## src/rtl/apb_master_bridge.sv

```systemverilog
// rtl/apb_master_bridge.sv - single-outstanding valid/ready command to APB initiator bridge
module apb_master_bridge #(
    parameter int ADDR_W         = 5,
    parameter int TIMEOUT_CYCLES = 16
) (
    input  logic              clk_i,
    input  logic              rst_ni,
    input  logic              cmd_valid_i,
    output logic              cmd_ready_o,
    input  logic              cmd_write_i,
    input  logic [ADDR_W-1:0] cmd_addr_i,
    input  logic [31:0]       cmd_wdata_i,
    output logic              rsp_valid_o,
    input  logic              rsp_ready_i,
    output logic [31:0]       rsp_rdata_o,
    output logic              rsp_err_o,
    output logic [ADDR_W-1:0] apb_paddr_m,
    output logic              apb_pwrite_m,
    output logic              apb_psel_m,
    output logic              apb_penable_m,
    output logic [31:0]       apb_pwdata_m,
    input  logic [31:0]       apb_prdata_m,
    input  logic              apb_pready_m
);

    localparam logic [1:0] ST_IDLE   = 2'd0;
    localparam logic [1:0] ST_SETUP  = 2'd1;
    localparam logic [1:0] ST_ACCESS = 2'd2;
    localparam logic [1:0] ST_RESP   = 2'd3;

    localparam int CNT_W = (TIMEOUT_CYCLES > 0) ? $clog2(TIMEOUT_CYCLES + 1) : 1;
    localparam logic [CNT_W-1:0] LAST_WAIT =
        (TIMEOUT_CYCLES > 0) ? CNT_W'(TIMEOUT_CYCLES - 1) : '0;
    localparam logic TIMEOUT_EN = (TIMEOUT_CYCLES != 0);

    logic [1:0]       state;
    logic [CNT_W-1:0] wait_cnt;
    logic             timeout_hit;

    // wait_cnt counts ACCESS cycles already ended without pready
    assign timeout_hit = TIMEOUT_EN && (wait_cnt == LAST_WAIT);
    assign cmd_ready_o = rst_ni && (state == ST_IDLE);

    always_ff @(posedge clk_i or negedge rst_ni) begin
        if (!rst_ni) begin
            state         <= ST_IDLE;
            wait_cnt      <= '0;
            apb_paddr_m   <= '0;
            apb_pwrite_m  <= 1'b0;
            apb_pwdata_m  <= '0;
            apb_psel_m    <= 1'b0;
            apb_penable_m <= 1'b0;
            rsp_valid_o   <= 1'b0;
            rsp_rdata_o   <= '0;
            rsp_err_o     <= 1'b0;
        end else begin
            case (state)
                ST_IDLE: begin
                    if (cmd_valid_i) begin
                        apb_paddr_m  <= cmd_addr_i;
                        apb_pwrite_m <= cmd_write_i;
                        apb_pwdata_m <= cmd_wdata_i;
                        apb_psel_m   <= 1'b1;
                        wait_cnt     <= '0;
                        state        <= ST_SETUP;
                    end
                end
                ST_SETUP: begin
                    apb_penable_m <= 1'b1;
                    state         <= ST_ACCESS;
                end
                ST_ACCESS: begin
                    if (apb_pready_m) begin
                        apb_psel_m    <= 1'b0;
                        apb_penable_m <= 1'b0;
                        rsp_valid_o   <= 1'b1;
                        rsp_rdata_o   <= apb_pwrite_m ? 32'd0 : apb_prdata_m;
                        rsp_err_o     <= 1'b0;
                        state         <= ST_RESP;
                    end else if (timeout_hit) begin
                        apb_psel_m    <= 1'b0;
                        apb_penable_m <= 1'b0;
                        rsp_valid_o   <= 1'b1;
                        rsp_rdata_o   <= 32'd0;
                        rsp_err_o     <= 1'b1;
                        state         <= ST_RESP;
                    end else begin
                        wait_cnt <= wait_cnt + CNT_W'(1);
                    end
                end
                ST_RESP: begin
                    if (rsp_ready_i) begin
                        rsp_valid_o <= 1'b0;
                        state       <= ST_IDLE;
                    end
                end
                default: state <= ST_IDLE;
            endcase
        end
    end

endmodule

```

## config.mk

```make
export PLATFORM = sky130hd
export DESIGN_NAME = apb_master_bridge
export DESIGN_NICKNAME = d
export VERILOG_FILES = /design/src/rtl/apb_master_bridge.sv
export SDC_FILE = /design/constraint.sdc
export NUM_CORES = 1
export LEC_CHECK = 0
export ABC_AREA = 1
export BUFFER_PORTS_ARGS = -buffer_cell sky130_fd_sc_hd__buf_2
export CAP_MARGIN = 20
export CORE_UTILIZATION = 51
export DETAILED_ROUTE_END_ITERATION = 6
export PLACE_DENSITY = 0.85
export SYNTH_ARGS = -nofsm -noshare
export SYNTH_HDL_FRONTEND = slang
export SYNTH_SLANG_ARGS = --single-unit
```

## constraint.sdc

```tcl
create_clock -name clk_i -period 4.6 [get_ports clk_i]
set_input_delay 0.92 -clock clk_i [delete_from_list [all_inputs] [get_ports clk_i]]
set_output_delay 0.92 -clock clk_i [all_outputs]
set_load 0.02 [all_outputs]
```

==> impl_metrics.json, run 1 <==
{
  "status": "finished, violations left",
  "failed_checks": "DRC",
  "initial_core_util_pct": 53.46,
  "fp.dieH_um": 84.05,
  "ys_warn_count": 0,
  "multi_input_area_um2": 1139,
  "yosys.area.top_type_share_pct": 59.04,
  "drc": 28,
  "final-setup-viol-count": 0,
  "detail_route.wl_per_cell_um": 12.04,
  "place_inst": 583,
  "max-vdd-ir-drop_uv": 387.3,
  "syn_area_per_cell_um2": 9.279,
  "max_cap_violations": 0,
  "syn_area_um2": 3433,
  "arrival_ns": 1.42,
  "netlist_instances": 370,
  "regArea_um2": 2027,
  "cts_tree": "built",
  "required_ns": 3.68,
  "holdWs_ns": 0.4761,
  "final_cells": 601,
  "p_total_mw": 3.333,
  "cts_root_buf": "clkbuf_8",
  "postCtsSetupBuffers": 0,
  "syn_nets": 451,
  "layout.nets": 600,
  "rsz0062_at_grt": "no",
  "drt_iter0_markers": 149,
  "area_growth_pct": 30.87,
  "hold_buffers": 0,
  "synth_cell_types": 21,
  "finalHoldViolCount": 0,
  "synth_top_area_cell": "dfrtp_1",
  "diodes": 0,
  "cts_resized": 0,
  "gr-total-overflow": 0,
  "period_needed_ns": 2.342,
  "clk_latency_ns": 0.34,
  "relSlewSlack_pct": 36.82,
  "core_area_um2": 6422,
  "fin_ws_ns": 2.258,
  "power-per-cell-area_nw_per_um2": 741.8,
  "path_class": "reg -> out",
  "clk_path_buf_depth": 2,
  "leakage_nw": 2.656,
  "cts_buffers": 9,
  "io_pins": 150,
  "ant_nets": 0,
  "synthTopCellsByArea": "dfrtp_1, nand2_1, o21ai_2, inv_1, ha_1",
  "ys_seq_area_share_pct": 59.04,
  "first_global_vias": 2699,
  "viasPerCell": 4.850,
  "grt_use_total_pct": 21.95,
  "port-buffer-count": 149,
  "finClkSkew_ns": 0.01100,
  "antenna_found_initial": 0,
  "hold_depth": 2,
  "placementRows": 29,
  "slew_viol_final": 0,
  "mostFrequentLayoutCells": "nand2_1, buf_2, dfrtp_1",
  "drive_gt1_share_pct": 39.50,
  "crit_path_max_fanout": 4,
  "start_kind": "flip-flop",
  "die-area_um2": 7064,
  "finalCritPeriodShare_pct": 50.92,
  "cts.sinks": 81,
  "crit_path_end_kind": "output port",
  "hpwlAfterDp_um": 5043,
  "hp-class": "reg -> reg",
  "ys_seq_elements": 81,
  "first_pass_iters": 7,
  "rrSetupSlack_ns": 2.26,
  "grt_max_degree": 82,
  "dp_slack_ns": 2.199,
  "r2r.worst_path.cells": 8,
  "postRouteWirelength_um": 7239,
  "final_common_cell": "nand2_1",
  "clk_pin_slew_worst_paths_ns": 0.08,
  "route.vias.total": 2915,
  "fmax_mhz": 426.9,
  "tns_ns": 0,
  "fillCellCount": 501,
  "grt_pass1_wl_um": 12230,
  "htreeDepth": 3,
  "gp_congestion": 0.7603,
  "die_w_um": 84.05,
  "tightest_slew_ns": 0.9441
}
flip-flops by register name (all words and copies together) (netlist names):
signal,count
apb_paddr_m,5
apb_penable_m,1
apb_psel_m,1
apb_pwdata_m,32
apb_pwrite_m,1
rsp_err_o,1
rsp_rdata_o,32
rsp_valid_o,1
state,2
wait_cnt,5
worst max-delay path, stage by stage, from the launching register on:
cell,delay [ns]
dfrtp_1,0.43
inv_1,0.11
ha_1,0.27
nand2_1,0.08
inv_1,0.05
buf_2,0.15
per-layer routing:
layer	vias up	wire, µm	part of all wire, %	GRT usage (%)
li1	1424	-	-	-
met1	1328	3359	46	29.73
met2	148	3192	44	34.13
met3	15	563	7.8	5.045
met4	0	124	1.7	9.404
met5	-	0	0	0
power by group:
group          leakage [nW]  internal [mW]  switching (mW)
Combinational          1.51          0.506           0.970
Clock                 0.119          0.377           0.252
Sequential             1.02           1.05           0.183
Total                  2.66           1.93            1.40
cells in the mapped netlist, drive strengths merged:
master    n
ha        6
dfrtp    81
nor2      2
inv      43
o211ai    1
o21a      1
nand3     6
nand4     1
nand2   168
a22o      1
or2       4
clkbuf    1
o21ai    41
buf      14
logic make-up (layout without fill, tap and decap cells):
logic type | count (synthesis) | after routing | share of synthesized area [%]
compound gates | 44 | 44 | 10.39
flops | 81 | 81 | 59.04
fa+ha+maj | 6 | 6 | 2.187
buf+inv | 58 | 212 | 7.798
simple gates | 181 | 181 | 20.59
metrics by stage:
stage / utilization [%] / instance area (µm²)
5_1_grt: 69.96 / 4493
3_5_place_dp: 65.19 / 4187
4_1_cts: 69.10 / 4438
3_3_place_gp: 65.19 / 4187
6_report: 69.96 / 4493
2_1_floorplan: - / 3433
layout make-up:
type,instances,area share (%)
sequential,81,45.11
clock buffer,10,3.063
inverter,43,3.592
clock inverter,6,2.534
multi-input combinational,231,25.34
tap,77,2.144
timing repair buffer,153,18.21
path summary, 6_finish.rpt:
check	from	end
worst max-delay path	state[0]$_DFFE_PN0P_	cmd_ready_o
min in group asynchronous	rst_ni	apb_pwdata_m[4]$_DFFE_PN0P_
max in group asynchronous	rst_ni	rsp_rdata_o[9]$_DFFE_PN0P_
worst min-delay path	apb_pwdata_m[25]$_DFFE_PN0P_	apb_pwdata_m[25]$_DFFE_PN0P_
worst max register to register	wait_cnt[0]$_DFFE_PN0P_	wait_cnt[0]$_DFFE_PN0P_
worst min register to register	apb_pwdata_m[25]$_DFFE_PN0P_	apb_pwdata_m[25]$_DFFE_PN0P_
Power figures use the tool's default switching activity.
==> run 2: changes to the inputs <==
CORE_UTILIZATION = 47   (was 51)
PLACE_DENSITY = 0.79   (was 0.85)
clock period = 2.2 ns   (was 4.6 ns; I/O delays follow)
==> run 2 against run 1 <==
Effect of this change: the run now ends clean; clock power is 51% higher; design area down 1.1%; via count down 2.4%; highest routed layer unchanged; largest cell class unchanged.
==> impl_metrics.json, run 2 (synthesis results as in run 1) <==
{
  "status": "completed",
  "holdWs_ns": 0.2897,
  "grt_use_total_pct": 21.16,
  "drive_gt1_share_pct": 39.54,
  "hpwlAfterDp_um": 5687,
  "postRouteWirelength_um": 7764,
  "top_regs": "apb_pwdata_m: 32 flops, rsp_rdata_o: 32 flops",
  "finalCritPeriodShare_pct": 89.18,
  "power-per-cell-area_nw_per_um2": 1491,
  "io_pins": 150,
  "dp_slack_ns": 0.4758,
  "final-setup-viol-count": 0,
  "p_sw_mw": 2.934,
  "route.vias.total": 2845,
  "crit_path_max_fanout": 21,
  "initial_core_util_pct": 49.71,
  "dr_wl_met3_um": 679,
  "mostFrequentLayoutCells": "nand2_1, buf_2, dfrtp_1",
  "required_ns": 1.76,
  "drc": 0,
  "fp.dieH_um": 87.47,
  "tns_ns": 0,
  "cts_tree": "built",
  "placementRows": 30,
  "area_growth_pct": 29.45,
  "gp_congestion": 0.7957,
  "holdCritStartpoint": "cmd_addr_i[2]",
  "fmax_mhz": 509.7,
  "die_w_um": 87.47,
  "seq_power_share_pct": 38.7,
  "final_common_cell": "nand2_1",
  "clk_pin_slew_worst_paths_ns": 0.09,
  "grt_pass1_wl_um": 12240,
  "detail_route.wl_per_cell_um": 12.48,
  "p_int_mw": 3.690,
  "cts_root_buf": "clkbuf_8",
  "tightest_slew_ns": 0.5493,
  "max_cap_violations": 0,
  "clk_path_buf_depth": 2,
  "port-buffer-count": 149,
  "max-vdd-ir-drop_uv": 731.5,
  "rsz0062_at_grt": "no",
  "die-area_um2": 7651,
  "clock_power_share_pct": 14.3,
  "path_class": "in -> out",
  "start_kind": "input port",
  "finClkSkew_ns": 0.01498,
  "arrival_ns": 1.52,
  "clk_latency_ns": 0.34,
  "r2r-start": "state[0]$_DFFE_PN0P_",
  "combinationalPowerShare_pct": 47.0,
  "power_switching_share_pct": 44.29,
  "leakage_nw": 2.633,
  "relSlewSlack_pct": 63.38,
  "cts_buffers": 9,
  "regArea_um2": 2027,
  "finalHoldViolCount": 0,
  "hp-class": "in -> reg",
  "fin_util_pct": 64.35,
  "fin_ws_ns": 0.2380,
  "maxUsedRoutingLayer": "met4",
  "crit_path_end_kind": "output port",
  "antenna_found_initial": 0,
  "period_needed_ns": 1.962,
  "viasPerCell": 4.574,
  "startpoint": "rst_ni",
  "fillCellCount": 602,
  "slew_viol_final": 0,
  "gr-total-overflow": 0,
  "dr_wl_met2_um": 3552,
  "multi_input_area_um2": 1139,
  "grt_max_degree": 35,
  "first_global_vias": 2696,
  "cts_resized": 0,
  "cts.sinks": 81,
  "layout.nets": 603,
  "ant_nets": 0,
  "core_area_um2": 6907,
  "drt_iter0_markers": 80,
  "diodes": 0,
  "m1WireLength_um": 3460,
  "htreeDepth": 3,
  "first_pass_iters": 4
}
## run 2: changes by cell type in the layout (fill, tap and decap cells not counted), sizes merged
cell         previous run  this run
clkinv                  0         3
buf                   153       155
bufinv                  3         0
clkinvlp                2         1
dlygate4sd3             0         1
## run 2: critical path, stage by stage
cell	delay [ns]
dlygate4sd3_1	0.52
buf_4	0.26
nand2_1	0.09
inv_1	0.05
buf_2	0.15
## run 2: power by group through the flow
stage | sequential, mW | combinational, mW | clock, mW
detailed placement | 2.58 | 3.16 | 0
CTS | 2.56 | 3.16 | 0.978
floorplan | 3.39 | 1.26 | 0
global route | 2.64 | 3.45 | 1.05
global placement | 2.56 | 3.06 | 0
finish | 2.56 | 3.11 | 0.948
## run 2: per-layer routing
layer / track usage [%] / vias to the layer above
li1: - / 1429
met3: 6.825 / 6
met4: 6.855 / 0
met2: 34.80 / 119
met5: 0 / -
met1: 26.48 / 1291
## run 2: final cells by class
cell class	count	share of cell area, %
clock inverter	5	0.7038
timing repair buffer	156	18.64
clock buffer	10	3.097
multi-input combinational	231	25.62
tap	96	2.703
sequential	81	45.61
inverter	43	3.632
## run 2: path summary, 6_finish.rpt
kind                                                end  slack, ns  cells past startpoint
min reg2reg                apb_pwdata_m[30]$_DFFE_PN0P_       0.48                      2
max reg2reg                     wait_cnt[0]$_DFFE_PN0P_       0.47                      6
max                                         cmd_ready_o       0.24                      5
min                          apb_paddr_m[2]$_DFFE_PN0P_       0.29                      3
max in group asynchronous   rsp_rdata_o[26]$_DFFE_PN0P_       1.01                      3
min in group asynchronous       wait_cnt[2]$_DFFE_PN0P_       0.51                      2
## run 2: repair_timing
item | 4_1_cts | 5_1_grt
buffers inserted | 0 | 0
endpoints found under the hold margin | 18 | 0
hold buffers | 1 | 0
## run 2: metrics by stage
step | cells | power (mW) | instance area [µm²]
after floorplan | 370 | 4.651 | 3433
after global placement | 606 | 5.624 | 4265
after detailed placement | 606 | 5.737 | 4265
after CTS | 622 | 6.699 | 4444
after global routing | 622 | 7.133 | 4444
final | 622 | 6.624 | 4444
==> run 3: changes to the inputs <==
CORE_ASPECT_RATIO = 1.5   (was unset)
SETUP_SLACK_MARGIN = 0.15   (was unset)
==> run 3 against run 2 <==
Effect of this change: worst setup slack improved by 0.13 ns; via count rose by 1.5%; clock-buffer cell count fell by 1; routed wire length fell by 3.6%; utilization fell by 0.20 points; critical path type is now reg -> out; first-iteration DRC count rose by 68%; combinational power fell by 2%; design area rose by 0.23%; sequential share of layout area fell by 0.10 points; largest cell class unchanged; register-to-register slack got worse by 0.03 ns; highest routed layer unchanged; cell count fell by 3.2%; clock power rose by 31%; largest power group unchanged.
==> impl_metrics.json, run 3 (synthesis results as in run 1) <==
{
  "route.vias.total": 2888,
  "max-vdd-ir-drop_uv": 733.6,
  "clk_pin_slew_worst_paths_ns": 0.08,
  "clock_power_share_pct": 18.0,
  "grt_max_degree": 82,
  "rsz0062_at_grt": "no",
  "cts_root_buf": "clkbuf_8",
  "final-setup-viol-count": 0,
  "finalHoldViolCount": 0,
  "hold_buffers": 0,
  "grt_pass1_wl_um": 12340,
  "mostFrequentLayoutCells": "nand2_1, buf_2, dfrtp_1",
  "postCtsSetupBuffers": 0,
  "antenna_found_initial": 0,
  "cts.sinks": 81,
  "grt_use_total_pct": 20.97,
  "gr-total-overflow": 0,
  "clk_path_buf_depth": 2,
  "detail_route.wl_per_cell_um": 12.44,
  "finClkSkew_ns": 0.006879,
  "port-buffer-count": 149,
  "max_cap_violations": 0,
  "first_pass_iters": 4,
  "p_total_mw": 6.869,
  "cts_tree": "built",
  "relSlewSlack_pct": 62.87,
  "power-per-cell-area_nw_per_um2": 1542,
  "crit_path_max_fanout": 4,
  "final_common_cell": "nand2_1",
  "fmax_mhz": 547.3,
  "area_growth_pct": 29.74,
  "io_pins": 150,
  "drc": 0,
  "p_int_mw": 3.973,
  "power_switching_share_pct": 42.16,
  "cts_buffers": 9,
  "slew_viol_final": 0,
  "gp_congestion": 0.8222,
  "ant_nets": 0,
  "path_class": "reg -> out",
  "hpwlAfterDp_um": 5544,
  "top_regs": "apb_pwdata_m: 32 flops, rsp_rdata_o: 32 flops",
  "postRouteWirelength_um": 7486,
  "leakage_nw": 2.646,
  "cts_resized": 0,
  "clk_latency_ns": 0.34,
  "die-area_um2": 7658,
  "placementRows": 37,
  "core_area_um2": 6944,
  "drt_iter0_markers": 134,
  "arrival_ns": 1.39,
  "finalCritPeriodShare_pct": 83.05,
  "fillCellCount": 588,
  "seq_power_share_pct": 37.5,
  "crit_path_end_kind": "output port",
  "required_ns": 1.76,
  "htreeDepth": 3,
  "viasPerCell": 4.797,
  "tns_ns": 0,
  "status": "completed",
  "p_sw_mw": 2.895,
  "fp.dieH_um": 106.7,
  "start_kind": "flip-flop",
  "drive_gt1_share_pct": 39.50,
  "initial_core_util_pct": 49.44,
  "period_needed_ns": 1.827,
  "diodes": 0,
  "first_global_vias": 2883,
  "hp-class": "in -> async",
  "layout.nets": 601,
  "tightest_slew_ns": 0.5569,
  "combinationalPowerShare_pct": 44.5,
  "die_w_um": 71.79
}
-- run 3: cell count changes in the layout (fill, tap and decap cells not counted) --
cell | previous run | this run
inv_6 | 1 | 0
clkinv_2 | 3 | 2
bufinv_16 | 0 | 3
clkbuf_8 | 10 | 9
buf_12 | 2 | 1
dlygate4sd3_1 | 1 | 0
-- run 3: metal layers --
layer  global-route usage (%)  up-vias  share of wire, %  routed length (µm)
met5                        0        -                 0                   0
met4                    9.944        0               2.4                 178
met3                    5.921       17               6.3                 471
met2                    37.74      122                51                3830
met1                    22.14     1331                40                3005
li1                         -     1418                 -                   -
-- run 3: power by group through the flow --
stage / combinational (mW) / sequential (mW) / clock, mW
after global placement: 3.01 / 2.56 / 0
after floorplan: 1.26 / 3.39 / 0
after global routing: 3.37 / 2.66 / 1.34
final: 3.06 / 2.57 / 1.24
after detailed placement: 3.09 / 2.59 / 0
after CTS: 3.10 / 2.57 / 1.28
-- run 3: worst paths after layout --
path	start	to	slack, ns	depth (start not counted)
min reg2reg	rsp_valid_o$_DFFE_PN0P_	rsp_valid_o$_DFFE_PN0P_	0.47	2
min	rst_ni	apb_pwdata_m[12]$_DFFE_PN0P_	0.14	2
max reg2reg	wait_cnt[0]$_DFFE_PN0P_	rsp_valid_o$_DFFE_PN0P_	0.44	8
max	state[0]$_DFFE_PN0P_	cmd_ready_o	0.37	5
min in group clk_i	cmd_addr_i[0]	apb_paddr_m[0]$_DFFE_PN0P_	0.29	3
max in group asynchronous	rst_ni	apb_pwdata_m[30]$_DFFE_PN0P_	1.73	2
-- run 3: final cells by class --
type	count	area (µm²)	area share [%]
Clock buffer	9	123.9	2.781
Clock inverter	6	107.6	2.416
Multi-Input combinational cell	231	1139	25.56
Timing Repair Buffer	154	798.3	17.92
Tap cell	78	97.59	2.191
Sequential cell	81	2027	45.51
Inverter	43	161.4	3.624
-- run 3: critical path, stage by stage, from the launching register on --
cell and delay (ns):
dfrtp_1 0.43, inv_1 0.10, ha_1 0.25, nand2_1 0.07, inv_1 0.05, buf_2 0.15
-- run 3: stage by stage --
| stage | util, % | cells | cell area, µm² | worst slack (ns) | hold WS (ns) |
|---|---|---|---|---|---|
| 2_1_floorplan | - | 370 | 3433 | 0.6604 | 0.1444 |
| 3_3_place_gp | 60.81 | 587 | 4223 | 0.5081 | 0.4563 |
| 3_5_place_dp | 60.81 | 587 | 4223 | 0.4372 | 0.4546 |
| 4_1_cts | 64.14 | 602 | 4454 | 0.3437 | 0.1535 |
| 5_1_grt | 64.14 | 602 | 4454 | 0.2609 | 0.1621 |
| 6_report | 64.14 | 602 | 4454 | 0.3729 | 0.1397 |
